$ cat config.mk
export PLATFORM = sky130hd
export DESIGN_NAME = pipe_stage_reg
export DESIGN_NICKNAME = d
export VERILOG_FILES = /design/src/rtl/pipe_stage_reg.sv
export SDC_FILE = /design/constraint.sdc
export NUM_CORES = 1
export LEC_CHECK = 0
export BUFFER_PORTS_ARGS = -buffer_cell sky130_fd_sc_hd__buf_2
export CAP_MARGIN = 20
export CELL_PAD_IN_SITES_DETAIL_PLACEMENT = 1
export CELL_PAD_IN_SITES_GLOBAL_PLACEMENT = 1
export CORE_ASPECT_RATIO = 0.6
export CORE_MARGIN = 5
export CORE_UTILIZATION = 33
export CTS_BUF_LIST = sky130_fd_sc_hd__clkbuf_16
export DETAILED_ROUTE_END_ITERATION = 6
export PLACE_DENSITY_LB_ADDON = 0.1
export SYNTH_ARGS = -nofsm -noshare
export SYNTH_HDL_FRONTEND = slang
export SYNTH_SLANG_ARGS = --single-unit
$ cat constraint.sdc
create_clock -name clk -period 4.6 [get_ports clk]
set_input_delay 0 -clock clk [delete_from_list [all_inputs] [get_ports clk]]
set_output_delay 0 -clock clk [all_outputs]
set_load 0.02 [all_outputs]
$ cat src/rtl/pipe_stage_reg.sv
`default_nettype none
// ============================================================================
// Module   : pipe_stage_reg
// Purpose  : Parametrised inter-stage pipeline register with valid, carry
//            channel, last-action state and saturating stall-cycle counter.
// Revision : 1.0 - initial release
// ============================================================================
module pipe_stage_reg #(
    parameter int                 DATA_W    = 64,
    parameter int                 CARRY_W   = 66,
    parameter int                 STALL_W   = 6,
    parameter int                 STAGE     = 3,
    parameter logic [DATA_W-1:0]  NOP_VALUE = {DATA_W{1'b0}},
    parameter int                 CNT_W     = 16
) (
    input  logic                clk,
    input  logic                rst,
    input  logic [STALL_W-1:0]  stall,
    input  logic                flush,
    input  logic                in_valid,
    input  logic [DATA_W-1:0]   in_data,
    input  logic [CARRY_W-1:0]  carry_i,
    output logic                out_valid,
    output logic [DATA_W-1:0]   out_data,
    output logic [CARRY_W-1:0]  carry_o,
    output logic [1:0]          stage_state,
    output logic [CNT_W-1:0]    stall_cnt
);

    localparam logic [1:0]       c_st_idle   = 2'b00;
    localparam logic [1:0]       c_st_run    = 2'b01;
    localparam logic [1:0]       c_st_bubble = 2'b10;
    localparam logic [1:0]       c_st_hold   = 2'b11;
    localparam logic [CNT_W-1:0] c_cnt_max   = {CNT_W{1'b1}};

    generate
        if (STAGE < 0 || STAGE > STALL_W - 2) begin : g_bad_stage
            $error("pipe_stage_reg: STAGE must lie in 0..STALL_W-2");
        end
    endgenerate

    logic               r_valid;
    logic [DATA_W-1:0]  r_data;
    logic [CARRY_W-1:0] r_carry;
    logic [1:0]         r_state;
    logic [CNT_W-1:0]   r_cnt;

    logic               w_up_stall;
    logic               w_dn_stall;
    logic               w_valid_nxt;
    logic [DATA_W-1:0]  w_data_nxt;
    logic [CARRY_W-1:0] w_carry_nxt;
    logic [1:0]         w_state_nxt;

    assign w_up_stall = stall[STAGE];
    assign w_dn_stall = stall[STAGE+1];

    // Action priority below reset: flush > bubble > advance > hold.
    always_comb begin
        w_valid_nxt = r_valid;
        w_data_nxt  = r_data;
        w_carry_nxt = carry_i;
        w_state_nxt = c_st_hold;
        if (flush) begin
            w_valid_nxt = 1'b0;
            w_data_nxt  = NOP_VALUE;
            w_carry_nxt = '0;
            w_state_nxt = c_st_idle;
        end else if (w_up_stall && !w_dn_stall) begin
            w_valid_nxt = 1'b0;
            w_data_nxt  = NOP_VALUE;
            w_state_nxt = c_st_bubble;
        end else if (!w_up_stall) begin
            w_valid_nxt = in_valid;
            w_data_nxt  = in_valid ? in_data : NOP_VALUE;
            w_carry_nxt = '0;
            w_state_nxt = c_st_run;
        end
    end

    always_ff @(posedge clk) begin
        if (rst) begin
            r_valid <= 1'b0;
            r_data  <= NOP_VALUE;
            r_carry <= '0;
            r_state <= c_st_idle;
        end else begin
            r_valid <= w_valid_nxt;
            r_data  <= w_data_nxt;
            r_carry <= w_carry_nxt;
            r_state <= w_state_nxt;
        end
    end

    // Counts upstream-stall cycles even while flushing; only reset clears it.
    always_ff @(posedge clk) begin
        if (rst) begin
            r_cnt <= '0;
        end else if (w_up_stall && (r_cnt != c_cnt_max)) begin
            r_cnt <= r_cnt + 1'b1;
        end
    end

    assign out_valid   = r_valid;
    assign out_data    = r_data;
    assign carry_o     = r_carry;
    assign stage_state = r_state;
    assign stall_cnt   = r_cnt;

endmodule
`default_nettype wire

# Word level (Yosys, flattened, before mapping)
# Index checks and enable logic that the tools add are counted.
# totals
regBits	149
output_inout_bits	149
elab_cells	18
# op_classes
n_addsub	1
eq_ne	1
muxes	5
reduce_logical	5
# op_table
operator	count
$mux W66	2
$mux W64	1
$add A16 B1 Y16 const B	1
$ne A16 B16 Y1 const B	1
$mux W2	2
$reduce_or A3 Y1	1
$logic_and A1 B1 Y1	2
$reduce_or A2 Y1	1
$logic_not A1 Y1	1

# Depth between registers and ports, before layout
# logic_depth
depth_word	3
mapped_depth	6
mapped_depth_nobuf	5

# Worst setup path after synthesis
# No wires, ideal clock.
# synth_timing
path_kind	register to register
start	reg r_cnt[0], in the netlist stall_cnt[0]
end	reg r_cnt[1], in the netlist stall_cnt[1]
setup_ns	0.128
arrival_ns	1.762
t_required_ns	4.472
path_slack_ns	2.711
path_stages_with_launch	7
cell_sequence	dfxtp_1 ha_1 nand4_2 o41ai_2 buf_4 mux2i_1 nor2_1
# synth_via
elab_chain_cells	2
# synth_lines
element	line_no	rtl
start, declared	46	logic [CNT_W-1:0] r_cnt;
start signal, assigned	100	r_cnt <= r_cnt + 1'b1;
parallel branches: the longest is 2 deep, another holds $add A16 B1 Y16	n/a	
# Several ways; the timed one is not identified.
# A chain may end at the register's enable or synchronous reset.

# Final worst setup path
# layout_timing
start	reg r_cnt[0], in the netlist stall_cnt[0]
end	reg r_cnt[7], in the netlist stall_cnt[7]
# The elaborated chain is that of the path after synthesis.

==> flow_summary.ini <==
[placed_design]
gp_congestion = 0.751
placed_area_mm2 = 0.00633
post-dp-hpwl_um = 11800
io_buffers = 284
dp.cells = 906

[floorplan]
fp.coreArea_mm2 = 0.0143
die_h_um = 103
rows = 34
start_util_pct = 33.3
die_x_um = 165
die_area_mm2 = 0.0170
ioPinCount = 289

[setup_path]
cp.arrival_ns = 2.79
end_kind = flop
worstSetupPathType = reg -> reg
cp_max_fo = 12
start_kind = flop
required_ns = 4.94

[synthesis]
ys_seq_elements = 149
ys_warn_count = 0
synthesis.instances = 460
syn_area_mm2 = 0.00477
synth.avg_cell_area_um2 = 10.4
synth_nets = 601
synth_ff_type = dfxtp_1
synth_edf_count = 0
ys_seq_area_share_pct = 62.6
ys_types = 32
async_reset_ff_share_pct = 0

[final_layout]
area_growth_pct = 72.9
seqCellArea_mm2 = 0.00298
multi_input_area_mm2 = 0.00163
design_area_mm2 = 0.00824
final_cells = 1072
nNetsFinal = 1001
fillerInstances = 1634
layout-drive-gt1-share_pct = 37.7

[clock_tree]
clock_latency_ns = 0.41
cts_root_buf = clkbuf_16
clock-sinks = 149
clkTransAtPathRegs_ns = 0.06
cts-htree-levels = 4
clockBufferDepth = 2
cts_buffers = 17
post_cts_buffers = 0
cts_tree = built

[timing]
maxSlewViolCount = 0
hold_viol = 0
tightest_slew_ns = 1.04
clock.fmax_ghz = 0.407
setup-tns-final_ns = 0
fin_skew_ns = 0.00416
timing.slew.headroom_pct = 30.0
fin_crit_sh_pct = 53.4
period_needed_ns = 2.45
setup_violations = 0
rsz0062_at_grt = no

[detailed_routing]
drt_iter0_markers = 178
routed_wirelength_um = 19300
avgRoutedWirePerCell_um = 18.0
drc_errors = 0
dr.pass1.iters = 4
vias = 5048
ant_nets = 0
viasPerCell = 4.71

[outcome]
status = complete, no violations

[pwr]
p_sw_uw = 755
vdd_ir_drop_max_v = 0.000183
power.share.clock_pct = 45.2
p_leak_nw = 4.09
pwr-share-seq_pct = 44.4
p_int_mw = 2.24
comb_power_share_pct = 10.4
powerDensity_mw_per_mm2 = 363
netSwitchingFraction_pct = 25.2

[hold_path]
hp-class = in -> reg

[flow_run]
maxCapViolations = 0

[grt]
grt_max_degree = 83
grt_pass1_wl_um = 28700
grt_pass1_vias = 5596
track_usage_pct = 21.5
antenna_found_initial = 1
grt_overflow = 0
## cell type report
class / instances / share of cell area (%)
Inverter: 4 / 0.182
Clock buffer: 17 / 5.16
Sequential cell: 149 / 36.2
Antenna cell: 1 / 0.0304
Timing Repair Buffer: 420 / 33.8
Clock inverter: 15 / 1.81
Tap cell: 198 / 3.01
Multi-Input combinational cell: 268 / 19.8
## state kept, by name, indices dropped and copies added (netlist names)
name         count
carry_o         66
out_data        64
stall_cnt       16
stage_state      2
out_valid        1
## power groups by stage
stage / combinational [mW] / clock [mW] / sequential (mW)
CTS: 0.305 / 1.39 / 1.33
global placement: 0.208 / 0 / 1.36
finish: 0.312 / 1.35 / 1.33
global route: 0.336 / 1.44 / 1.33
floorplan: 0.0742 / 0 / 1.39
detailed placement: 0.214 / 0 / 1.36
## per-layer routing
metal	track usage, %	routed length, um
met1	22.0	7350
met2	40.1	9830
met3	8.35	1650
met4	8.05	455
met5	0	0
## cells by family after synthesis
| family | Yosys count | share of synthesized area (%) |
|---|---|---|
| xor gates and xnor gates | 2 | 0.368 |
| buffers and inverters | 43 | 3.70 |
| and+or+nand+nor | 171 | 18.9 |
| muxes | 2 | 0.420 |
| AOI/OAI and AO/OA | 92 | 13.8 |
| DFF | 149 | 62.6 |
| adders and majority gates | 1 | 0.262 |
## worst paths after layout
path                      from            to  slack, ns  cells past startpoint
setup / recovery  stall_cnt[0]  stall_cnt[7]       2.15                      5
hold / removal        stall[4]  out_data[59]       0.17                      3
setup reg to reg  stall_cnt[0]  stall_cnt[7]       2.15                      5
hold reg to reg      out_valid     out_valid       0.49                      2
## per-stage QoR
step,utilization (%),hold WS [ns],setup WS [ns],total power [mW]
2_1_floorplan,-,0.0768,2.71,1.47
3_3_place_gp,44.1,0.214,2.24,1.57
3_5_place_dp,44.1,0.217,2.13,1.57
4_1_cts,57.3,0.157,2.05,3.03
5_1_grt,57.5,0.191,1.90,3.11
6_report,57.5,0.168,2.15,3.00
## critical path, stage by stage (launching register included)
cell and delay, ns:
dfxtp_1 0.49, ha_1 0.36, nand4_2 0.20, o41ai_2 0.93, o21ai_0 0.24, a21oi_1 0.17
## synth_stat cells, drive strengths merged, types with 4 or more instances
master | instances | area, um2
a21oi | 12 | 60.1
a22oi | 64 | 480
and3 | 69 | 433
buf | 13 | 63.8
clkbuf | 26 | 97.6
dfxtp | 149 | 2980
inv | 4 | 15.0
nand2 | 4 | 15.0
nand3 | 7 | 47.6
nand4 | 4 | 31.3
nor2 | 71 | 267
o21ai | 8 | 40.0
o31ai | 4 | 30.0
or3 | 8 | 51.3
## layout by cell type, fill, tap and decap left out, types with 5 or more instances in the layout
master	count
a21oi_1	12
inv_1	5
dfxtp_1	149
nor2_1	70
o21ai_0	7
buf_2	283
nand3_1	6
or3_1	7
dlygate4sd3_1	132
and3_1	68
a22oi_1	64
clkbuf_16	17
## timing repair
item / CTS / global route
setup endpoints to repair: 0 / 0
hold buffers: 132 / 0
hold endpoints to repair: 142 / 0
gates resized for setup: 0 / 0
No activity file was read; power rests on OpenSTA's default activity.
